<file path="config.mk">
export PLATFORM = sky130hd
export DESIGN_NAME = div_controller_flat
export DESIGN_NICKNAME = d
export VERILOG_FILES = /design/src/rtl/div_controller_if.sv /design/src/rtl/div_controller.sv /design/src/flat_wrapper.sv
export SDC_FILE = /design/constraint.sdc
export NUM_CORES = 1
export LEC_CHECK = 0
export ABC_CLOCK_PERIOD_IN_PS = 1900
export CAP_MARGIN = 30
export CORE_UTILIZATION = 43
export DETAILED_ROUTE_END_ITERATION = 16
export GPL_ROUTABILITY_DRIVEN = 0
export GPL_TIMING_DRIVEN = 1
export PLACE_DENSITY = 0.74
export SLEW_MARGIN = 20
export SYNTH_ARGS = -nofsm -noshare
export SYNTH_HDL_FRONTEND = slang
export SYNTH_SLANG_ARGS = --single-unit
</file>
<file path="constraint.sdc">
create_clock -name clk -period 1.9 [get_ports clk]
set_clock_uncertainty 0.05 [all_clocks]
set_input_delay 0.38 -clock clk [delete_from_list [all_inputs] [get_ports clk]]
set_output_delay 0.38 -clock clk [all_outputs]
set_load 0.05 [all_outputs]
</file>
<file path="src/rtl/div_controller_if.sv">
// Handshake and datapath-strobe bundle for div_controller.
//   master : side that issues requests and owns the datapath (start, upd, dz)
//   slave  : the controller (ld, ld2, cng, busy, done, err, iter)
//   start  - request a divide
//   upd    - registered comparator result R >= D
//   dz     - divisor register equals zero
//   ld     - load D, R and clear Q
//   ld2    - comparator sample enable
//   cng    - subtract step
//   busy   - operation in progress
//   done   - one-cycle completion pulse
//   err    - divide-by-zero or iteration-limit error
//   iter   - subtractions issued in the current or last operation
interface div_controller_if #(
  parameter int unsigned CNT_W = 8
);
  logic             start;
  logic             upd;
  logic             dz;
  logic             ld;
  logic             ld2;
  logic             cng;
  logic             busy;
  logic             done;
  logic             err;
  logic [CNT_W-1:0] iter;

  modport master (
    output start, upd, dz,
    input  ld, ld2, cng, busy, done, err, iter
  );

  modport slave (
    input  start, upd, dz,
    output ld, ld2, cng, busy, done, err, iter
  );
endinterface

</file>
<file path="src/rtl/div_controller.sv">
// Moore FSM sequencing an 8-bit repeated-subtraction divider datapath.
// Ports:
//   clk  - system clock, rising edge
//   rst  - synchronous active-high reset
//   bus  - div_controller_if slave modport (start/upd/dz in,
//          ld/ld2/cng/busy/done/err/iter out)
// Parameters:
//   CNT_W    - width of the iteration counter and iter output
//   MAX_ITER - subtractions allowed before aborting with err (< 2**CNT_W)
module div_controller #(
  parameter int unsigned CNT_W    = 8,
  parameter int unsigned MAX_ITER = 255
) (
  input  logic            clk,
  input  logic            rst,
  div_controller_if.slave bus
);

  typedef enum logic [2:0] {
    S_IDLE,
    S_LOAD,
    S_CMP,
    S_EVAL,
    S_SUB,
    S_DONE,
    S_ERR
  } state_t;

  localparam logic [CNT_W-1:0] ITER_LIMIT = CNT_W'(MAX_ITER);

  state_t           state;
  state_t           state_nx;
  logic [CNT_W-1:0] iter_q;
  logic             err_q;

  always_ff @(posedge clk) begin
    if (rst) begin
      state  <= S_IDLE;
      iter_q <= '0;
      err_q  <= 1'b0;
    end else begin
      state <= state_nx;
      if (state == S_IDLE && bus.start) begin
        iter_q <= '0;
        err_q  <= 1'b0;
      end else if (state == S_SUB) begin
        iter_q <= iter_q + CNT_W'(1);
      end
      // ERR is only entered from CMP/EVAL, so this fires once on entry.
      if (state_nx == S_ERR) begin
        err_q <= 1'b1;
      end
    end
  end

  always_comb begin
    state_nx = state;
    bus.ld   = 1'b0;
    bus.ld2  = 1'b0;
    bus.cng  = 1'b0;
    bus.busy = 1'b1;
    bus.done = 1'b0;
    unique case (state)
      S_IDLE: begin
        bus.busy = 1'b0;
        if (bus.start) state_nx = S_LOAD;
      end
      S_LOAD: begin
        bus.ld   = 1'b1;
        state_nx = S_CMP;
      end
      S_CMP: begin
        bus.ld2  = 1'b1;
        state_nx = bus.dz ? S_ERR : S_EVAL;
      end
      S_EVAL: begin
        // Limit is checked before issuing a subtract: exactly MAX_ITER allowed.
        if (!bus.upd)                 state_nx = S_DONE;
        else if (iter_q == ITER_LIMIT) state_nx = S_ERR;
        else                          state_nx = S_SUB;
      end
      S_SUB: begin
        bus.cng  = 1'b1;
        state_nx = S_CMP;
      end
      S_DONE: begin
        bus.done = 1'b1;
        state_nx = S_IDLE;
      end
      S_ERR: begin
        bus.done = 1'b1;
        state_nx = S_IDLE;
      end
      default: state_nx = S_IDLE;
    endcase
  end

  assign bus.err  = err_q;
  assign bus.iter = iter_q;

endmodule
</file>
<file path="src/flat_wrapper.sv">
// flat-port wrapper written by rule: the top's interface ports become plain ports
module div_controller_flat 
#(
  parameter int unsigned CNT_W    = 8,
  parameter int unsigned MAX_ITER = 255
)
  (clk, rst, bus_start, bus_upd, bus_dz, bus_ld, bus_ld2, bus_cng, bus_busy, bus_done, bus_err, bus_iter);
  div_controller_if #(.CNT_W(CNT_W)) bus_i ();
  input  logic clk;
  input  logic rst;
  input wire logic [$bits(bus_i.start)-1:0] bus_start;
  input wire logic [$bits(bus_i.upd)-1:0] bus_upd;
  input wire logic [$bits(bus_i.dz)-1:0] bus_dz;
  output wire logic [$bits(bus_i.ld)-1:0] bus_ld;
  output wire logic [$bits(bus_i.ld2)-1:0] bus_ld2;
  output wire logic [$bits(bus_i.cng)-1:0] bus_cng;
  output wire logic [$bits(bus_i.busy)-1:0] bus_busy;
  output wire logic [$bits(bus_i.done)-1:0] bus_done;
  output wire logic [$bits(bus_i.err)-1:0] bus_err;
  output wire logic [$bits(bus_i.iter)-1:0] bus_iter;
  assign bus_i.start = bus_start;
  assign bus_i.upd = bus_upd;
  assign bus_i.dz = bus_dz;
  assign bus_ld = bus_i.ld;
  assign bus_ld2 = bus_i.ld2;
  assign bus_cng = bus_i.cng;
  assign bus_busy = bus_i.busy;
  assign bus_done = bus_i.done;
  assign bus_err = bus_i.err;
  assign bus_iter = bus_i.iter;
  div_controller #(.CNT_W(CNT_W), .MAX_ITER(MAX_ITER)) u_core (.clk(clk), .rst(rst), .bus(bus_i));
endmodule
</file>
==> flow_results.org, run 1 <==
** Yosys
- For this run, the number of Yosys warnings is 0.
- Of the total synthesized cell area, the portion taken by XOR and XNOR cells is 4.31%.
- Top cells by area, synth :: dfxtp_1 39%, a211o_1 4.3%, a21oi_1 4.1%
- Summing the sequential cell areas from Yosys gives 39.4% of the chip area.
- Multiplexer area fraction after synthesis :: 3.29%
- Of the total synthesized cell area, the portion taken by full adders, half adders and majority gates is 2.05%.
- When the netlist entered floorplanning its net count stood at 77.
- The synthesized netlist devotes 18.7% of its cell area to compound gates.
- Number of library cell types mapped by synthesis :: 30
- After synthesis the netlist holds a flip-flop and latch count of 12.
- After technology mapping, the gate count stands at 71.
- After Yosys synthesis, and, or, nand and nor cells account for 24.0% of the synthesized area.
- Dominant combinational cell family by area after synthesis :: simple AND/OR/NAND/NOR gates
- The mapped netlist covers 609 um2.
- Dividing the synthesized area by the synthesized cell count gives 8.58 um2.
- The synthesized design devotes to its leading area cell type 39.4% of total area.
- The largest total area in the synthesized netlist belongs to dfxtp_1.

** Layout
- FILL cells :: 106
- ANT cells :: 0
- Summing all non-filler instances in the final layout gives an area of 856 um2.
- The finished layout holds 107 standard cells, fillers aside.
- Layout cells sized above 1 :: 22.8%
- The area growth from synthesis to layout is 40.5%.
- NumNets Final :: 100

** Die
- Die height :: 39.6 um
- Pin placement for this block handled 19 I/O pins.
- Die width :: 39.6 um
- The core region is 1320 um2.
- Once the floorplan was initialized, standard cells occupied 46.2% of the core.
- Die area :: 1570 um2
- The floorplan has 13 rows.

** Routing
- The routed layout has 580 vias.
- Residual DRC count :: 0
- Router iterations before antenna repair :: 4
- The detail route stage leaves a number of antenna-violating nets equal to 0.
- Average via count per standard cell :: 5.42
- First-iteration detailed-routing DRC count :: 5
- Wire per inst :: 11.5 um
- Wirelength, routed :: 1230 um

** Setup path
- The largest individual stage delay along the critical path comes from the cell clkdlybuf4s50_1.
- On the critical path the largest part of the delay comes from buffers and inverters.
- Data arrives at the worst endpoint at 1.40 ns.
- Required time worst endpoint :: 1.47 ns
- CP startpoint kind :: flip-flop
- Walking the worst path, the cells encountered are clkdlybuf4s50_1.
- In this design, the stage delay of the slowest critical-path cell is 0.79 ns.
- Number of buffer and inverter stages on the critical path :: 1
- Crit Path Category :: reg2out
- Setup crit end kind :: primary output
- Critical Path Fanout Max :: 2

** CTS
- Clock-pin slew was measured on the worst setup and hold paths at 0.07 ns.
- CTS built an H-tree with a depth of 1.
- Clock latency on the worst-skew pair, taken at its later pin, is 0.27 ns.
- Buffers inserted during post-CTS setup optimization :: 0
- Post-CTS Hold Buffers :: 0
- Clock Root Buffer :: clkbuf_4
- Clock tree from TritonCTS :: yes
- Buffers from clock root to sink, at most :: 2
- CTS Buf Count :: 3
- Resized Gates After CTS :: 0
- CTS saw 12 sinks.

** Timing
- RSZ-0062 raised after global routing :: no
- Setup Viol. Count Final :: 0
- The max-slew violation count came to 0.
- For the pin with the worst max-slew slack, the measured transition is 0.486 ns.
- The worst path meets setup with 0.0732 ns of slack.
- Tightest slew margin relative to the limit :: 67.5%
- Counting I/O delays and the setup requirement, the final critical path takes 1.83 ns.
- The final number of hold-violating endpoints was 0.
- Highest clock rate :: 547 MHz
- Total negative setup slack :: 0 ns
- Dividing the final minimum period by the clock period gives 96.1%.

** GRT
- Aggregate global routing overflow :: 0
- Largest net degree at the start of global routing :: 11
- The number of global-route vias before repair came to 492.
- The first global-routing pass estimated 2010 um of wire.
- In the global route stage, overall resource usage came out at 19.5%.
- The number of antenna violations at the first check in global routing is 0.

** Placed design
- Half-perimeter wire length after placement :: 957 um
- After detailed placement, the design holds a cell count of 104.
- Input/output buffers :: 18
- Before CTS, the worst setup slack after placement is 0.296 ns.
- Area after detailed placement :: 833 um2

** Status
- Status :: finished, final reports clean

** Run
- Max-Cap Viols :: 0

** Pwr
- Final Power :: 957 uW
- The worst-case IR drop observed on VDD is 542 uV.
- Total power per unit cell area :: 1120 nW/um2
- Leakage power :: 0.000338 uW

** Hold path
- The min-delay analysis places its worst path in the category reg2reg.
==> tightest hold or removal path, delay by kind of cell, from the launching register on <==
family	cells	cell delay, ns
DFF	1	0.31
AOI/OAI and AO/OA	1	0.06
buffers and inverters	1	0.04
==> worst paths after layout <==
| path | startpoint | end | slack, ns | cells past startpoint |
|---|---|---|---|---|
| max | u_core.bus.err$_SDFFE_PP0P_ | bus_err | 0.07 | 1 |
| min | u_core.bus.err$_SDFFE_PP0P_ | u_core.bus.err$_SDFFE_PP0P_ | 0.41 | 2 |
| max reg2reg | u_core.state[1]$_SDFF_PP0_ | u_core.bus.iter[5]$_SDFFE_PP0P_ | 0.30 | 3 |
| min reg2reg | u_core.bus.err$_SDFFE_PP0P_ | u_core.bus.err$_SDFFE_PP0P_ | 0.41 | 2 |
==> registers in the layout, indices dropped and copies added (netlist names) <==
name,flops
u_core.state,3
u_core.bus.iter,8
u_core.bus.err,1
==> synth_stat cells (all sizes together) <==
cell type	instances
a211o	3
or3	2
or3b	1
buf	3
nor3b	1
o21ai	3
xnor2	1
nand4bb	1
nand2b	1
dfxtp	12
nand3	2
nor2	5
nand4	2
nor3	4
o31ai	2
or4	2
and2	1
clkbuf	1
a21oi	5
ha	1
o2bb2ai	2
nor4	1
xor2	2
mux2i	2
inv	6
a22oi	1
a21o	1
nand2	3
==> per-stage QoR <==
step	utilization (%)	hold WS, ns
after floorplan	-	0.407
after detailed placement	63.2	0.401
after global placement	63.2	0.396
final	65.0	0.407
after global routing	65.0	0.422
after CTS	65.0	0.411
==> layer usage <==
metal | routed length [um] | track usage [%] | up-vias
met1 | 577 | 23.6 | 263
li1 | - | - | 302
met4 | 17 | 5.17 | 0
met3 | 60 | 8.52 | 3
met2 | 572 | 30.7 | 12
met5 | 0 | 0 | -
==> cell type report <==
class	instances	area, um2	share of cell area (%)
inverters	6	22.5	2.63
clock buffers	3	22.5	2.63
flip-flops and latches	12	240	28.1
multi-input cells	49	324	37.9
repair buffers	22	228	26.6
well taps	15	18.8	2.19
==> power by group <==
group          switching, uW  internal [uW]  leakage [uW]
logic                    300            216      0.000227
registers               13.2            279     0.0000974
clock network           75.6           73.3     0.0000138
==> cell families (layout without fill, tap and decap cells) <==
logic type / after synthesis / after routing
buffers and inverters: 10 / 31
adders and majority gates: 1 / 1
muxes: 2 / 2
xor gates and xnor gates: 3 / 3
AOI/OAI and AO/OA: 17 / 17
DFF: 12 / 12
and+or+nand+nor: 26 / 26
==> placed cells by master, fill, tap and decap left out, types with 2 or more instances in the layout <==
cell	n
a211o_1	3
a21oi_1	5
buf_12	4
buf_4	13
clkbuf_4	3
clkdlybuf4s50_1	5
dfxtp_1	12
inv_1	6
mux2i_1	2
nand2_1	3
nand3_1	2
nand4_1	2
nor2_1	5
nor3_1	4
o21ai_0	3
o2bb2ai_1	2
o31ai_1	2
or3_1	2
or4_1	2
xor2_1	2
Note: power is estimated with default switching activity, not from simulation.
==> inputs of run 2 (changes only) <==
--- a/config.mk
+++ b/config.mk
@@ -12,7 +12,7 @@
 export GPL_ROUTABILITY_DRIVEN = 0
 export GPL_TIMING_DRIVEN = 1
 export PLACE_DENSITY = 0.74
-export SLEW_MARGIN = 20
+export SLEW_MARGIN = 0
 export SYNTH_ARGS = -nofsm -noshare
 export SYNTH_HDL_FRONTEND = slang
 export SYNTH_SLANG_ARGS = --single-unit
==> results of run 2 <==
Same layout as run 1: the final DEF is identical, and so are final timing and power.
==> inputs of run 3 (changes only) <==
--- a/config.mk
+++ b/config.mk
@@ -5,13 +5,13 @@
 export SDC_FILE = /design/constraint.sdc
 export NUM_CORES = 1
 export LEC_CHECK = 0
-export ABC_CLOCK_PERIOD_IN_PS = 1900
+export ABC_CLOCK_PERIOD_IN_PS = 2200
 export CAP_MARGIN = 30
-export CORE_UTILIZATION = 43
+export CORE_UTILIZATION = 47
 export DETAILED_ROUTE_END_ITERATION = 16
 export GPL_ROUTABILITY_DRIVEN = 0
 export GPL_TIMING_DRIVEN = 1
-export PLACE_DENSITY = 0.74
+export PLACE_DENSITY = 0.81
 export SLEW_MARGIN = 0
 export SYNTH_ARGS = -nofsm -noshare
 export SYNTH_HDL_FRONTEND = slang
==> constraint.sdc (replaced) <==
create_clock -name clk -period 2.2 [get_ports clk]
set_clock_uncertainty 0.05 [all_clocks]
set_input_delay 0.44 -clock clk [delete_from_list [all_inputs] [get_ports clk]]
set_output_delay 0.44 -clock clk [all_outputs]
set_load 0.05 [all_outputs]
==> flow_results.org, run 3 (synthesis results as in run 1) <==
** Layout
- FILL cells :: 88 (was 106)
- The post-layout instance count excluding filler cells was 103 (was 107).
- Design area :: 821 um2 (was 856 um2)
- The count of inserted antenna diode cells was 0 (unchanged).
- The most frequent standard cell in the layout excluding fill and tap cells was clkdlybuf4s50_1 (was buf_4).
- Top library cells by usage in the layout, fill and taps aside: 13 x clkdlybuf4s50_1, 12 x dfxtp_1, 6 x inv_1 (was 13 x buf_4, 12 x dfxtp_1, 6 x inv_1).
- Fraction of the core area covered by cells at the end of the flow :: 71.0% (was 65.0%)
- The ratio of cells with drive above 1 in the final layout came to 11.2% (was 22.8%).
- Largest register FFs :: 8 (unchanged)
- The area overhead of the layout relative to synthesis is 34.7% (was 40.5%).
- NumNets Final :: 96 (was 100)

** Status
- Status: finished, final reports clean (unchanged).

** Die
- Die height :: 38.0 um (was 39.6 um)
- Core footprint :: 1160 um2 (was 1320 um2)
- Boundary Pins :: 19 (unchanged)
- The number of core rows was 12 (was 13).
- Die area :: 1440 um2 (was 1570 um2)
- The initial standard-cell utilization of the core came to 52.7% (was 46.2%).
- Die width :: 38.0 um (was 39.6 um)

** CTS
- Count of clock tree sinks :: 12 (unchanged)
- The clock latency at the later pin of the worst-skew pair is 0.27 ns (about the same).
- The post-cts repair resize count was 0 (unchanged).
- The CTS buffer count is 3 (unchanged).
- The cts-stage hold buffer count is 0 (unchanged).
- The clock-pin transition on the worst setup and hold timing paths is 0.08 ns (was 0.07 ns).
- H-tree levels :: 1 (unchanged)
- Clock tree from TritonCTS :: yes (unchanged)
- The maximum buffer depth of the clock tree came to 2 (unchanged).
- Clock Root Buffer :: clkbuf_4 (unchanged)
- Buffers inserted during post-CTS setup optimization :: 0 (unchanged)

** GRT
- Largest net degree at the start of global routing :: 12 (was 11)
- The number of antenna violations at the first check in global routing was 0 (unchanged).
- The global-route wire length before repair came to 2040 um (was 2010 um).
- Overall track demand over capacity in global routing :: 20.6% (was 19.5%)
- Vias in the first global route :: 468 (was 492)
- Aggregate global routing overflow :: 0 (unchanged)

** Routing
- Router iterations before antenna repair :: 4 (unchanged)
- Residual DRC count :: 0 (unchanged)
- First-iteration detailed-routing DRC count :: 28 (was 5)
- Detailed-route via count :: 579 (was 580)
- Antenna viol nets, final :: 0 (unchanged)
- Wirelength, routed :: 1340 um (was 1230 um)
- Average via count per standard cell :: 5.62 (was 5.42)
- The average wire per cell in the routed design is 13.0 um (was 11.5 um).

** Placed design
- Placed Cells incl. Taps :: 99 (was 104)
- Input/output buffers :: 18 (unchanged)
- The cell area reported after detailed placement came to 785 um2 (was 833 um2).
- The estimated wirelength of the detail-placed design was 938 um (was 957 um).

** Timing
- The final total negative setup slack is 0 ns (unchanged).
- The worst slew slack as a fraction of its limit was 66.1% (was 67.5%).
- The worst hold-check slack came to 0.414 ns (was 0.407 ns).
- Static timing analysis puts the maximum clock frequency at 487 MHz.
- The routed design could run at a clock period as short as 2.05 ns.
- The final setup violation count is 0 (unchanged).
- The final critical path takes up 93.2% of the cycle.
- The max-slew violation count was 0 (unchanged).
- RSZ-0062 raised after global routing: no (unchanged).
- The final number of hold-violating endpoints came to 0 (unchanged).
- Tightest Pin Transition :: 0.506 ns (was 0.486 ns)

** Setup path
- Top Family by Delay on Critical Path :: simple AND/OR/NAND/NOR gates (was buffers and inverters)
- Number of buffer and inverter stages on the critical path :: 2 (was 1)
- Setup crit end kind :: primary output (unchanged)
- Worst path arrival time :: 1.56 ns (was 1.40 ns)
- The standard cell with the maximum stage delay on the critical path is or3b_1 (was clkdlybuf4s50_1).
- Critical path, cell by cell: or3b_1, inv_1, buf_12 (was clkdlybuf4s50_1).
- Crit Path Category :: reg2out (unchanged)
- Required time worst endpoint :: 1.71 ns (was 1.47 ns)
- The biggest cell delay along the critical path is 0.51 ns (was 0.79 ns).
- The element type at the critical path start is a flip-flop (unchanged).
- Critical Path Fanout Max :: 10 (was 2)

** Run
- Max-Cap Viols :: 0 (unchanged)

** Pwr
- VDD IR max :: 553 uV (was 542 uV)
- The internal power contribution came to 459 uW (was 568 uW).
- The switching share of total power was 42.3% (was 40.7%).
- Share of total power in sequential cells :: 36.3% (was 30.5%)
- The fraction of power consumed by combinational cells is 41.4% (was 53.9%).
- The static leakage power came to 0.000299 uW (was 0.000338 uW).
- Switching power :: 337 uW (was 389 uW)
- Relative contribution of the clock network to total power :: 22.3% (was 15.6%)
- The power per cell area was 970 nW/um2 (was 1120 nW/um2).

** Hold path
- The worst hold path class is reg2reg (unchanged).
[run 3: area by class of cell]
type	instances	area [um2]	share of cell area, %
clock buffers	4	36.3	4.42
well taps	14	17.5	2.13
repair buffers	18	180	22.0
flip-flops and latches	12	240	29.3
inverters	6	22.5	2.74
multi-input cells	49	324	39.5
[run 3: worst min-delay path, delay by kind of cell, from the launching register on]
kind / cells / cell delay [ns]
flops: 1 / 0.31
compound gates: 1 / 0.06
buf+inv: 1 / 0.05
[run 3: metrics by stage]
step / total power (uW) / setup WS, ns
after floorplan: 545 / 0.407
after global placement: 622 / 0.452
after detailed placement: 621 / 0.415
after CTS: 797 / 0.144
after global routing: 833 / 0.0426
final: 796 / 0.149
[run 3: final timing paths]
path,startpoint,end,slack (ns),cells after the start
worst min-delay path,u_core.bus.err$_SDFFE_PP0P_,u_core.bus.err$_SDFFE_PP0P_,0.41,2
worst max register to register,u_core.state[2]$_SDFF_PP0_,u_core.bus.iter[5]$_SDFFE_PP0P_,0.41,3
worst max-delay path,u_core.state[2]$_SDFF_PP0_,bus_cng,0.15,3
worst min register to register,u_core.bus.err$_SDFFE_PP0P_,u_core.bus.err$_SDFFE_PP0P_,0.41,2
[run 3: power by group through the flow]
stage	combinational (uW)	sequential [uW]	clock (uW)
global placement	330	292	0
finish	329	289	178
floorplan	266	279	0
detailed placement	328	293	0
global route	347	294	192
CTS	330	287	179
[run 3: per-layer routing]
layer,global-route usage (%),up-vias,part of all wire (%)
met5,0,-,0
met4,8.04,0,0.82
met3,6.98,2,5.7
met2,28.9,20,42
met1,28.7,265,52
li1,-,292,-
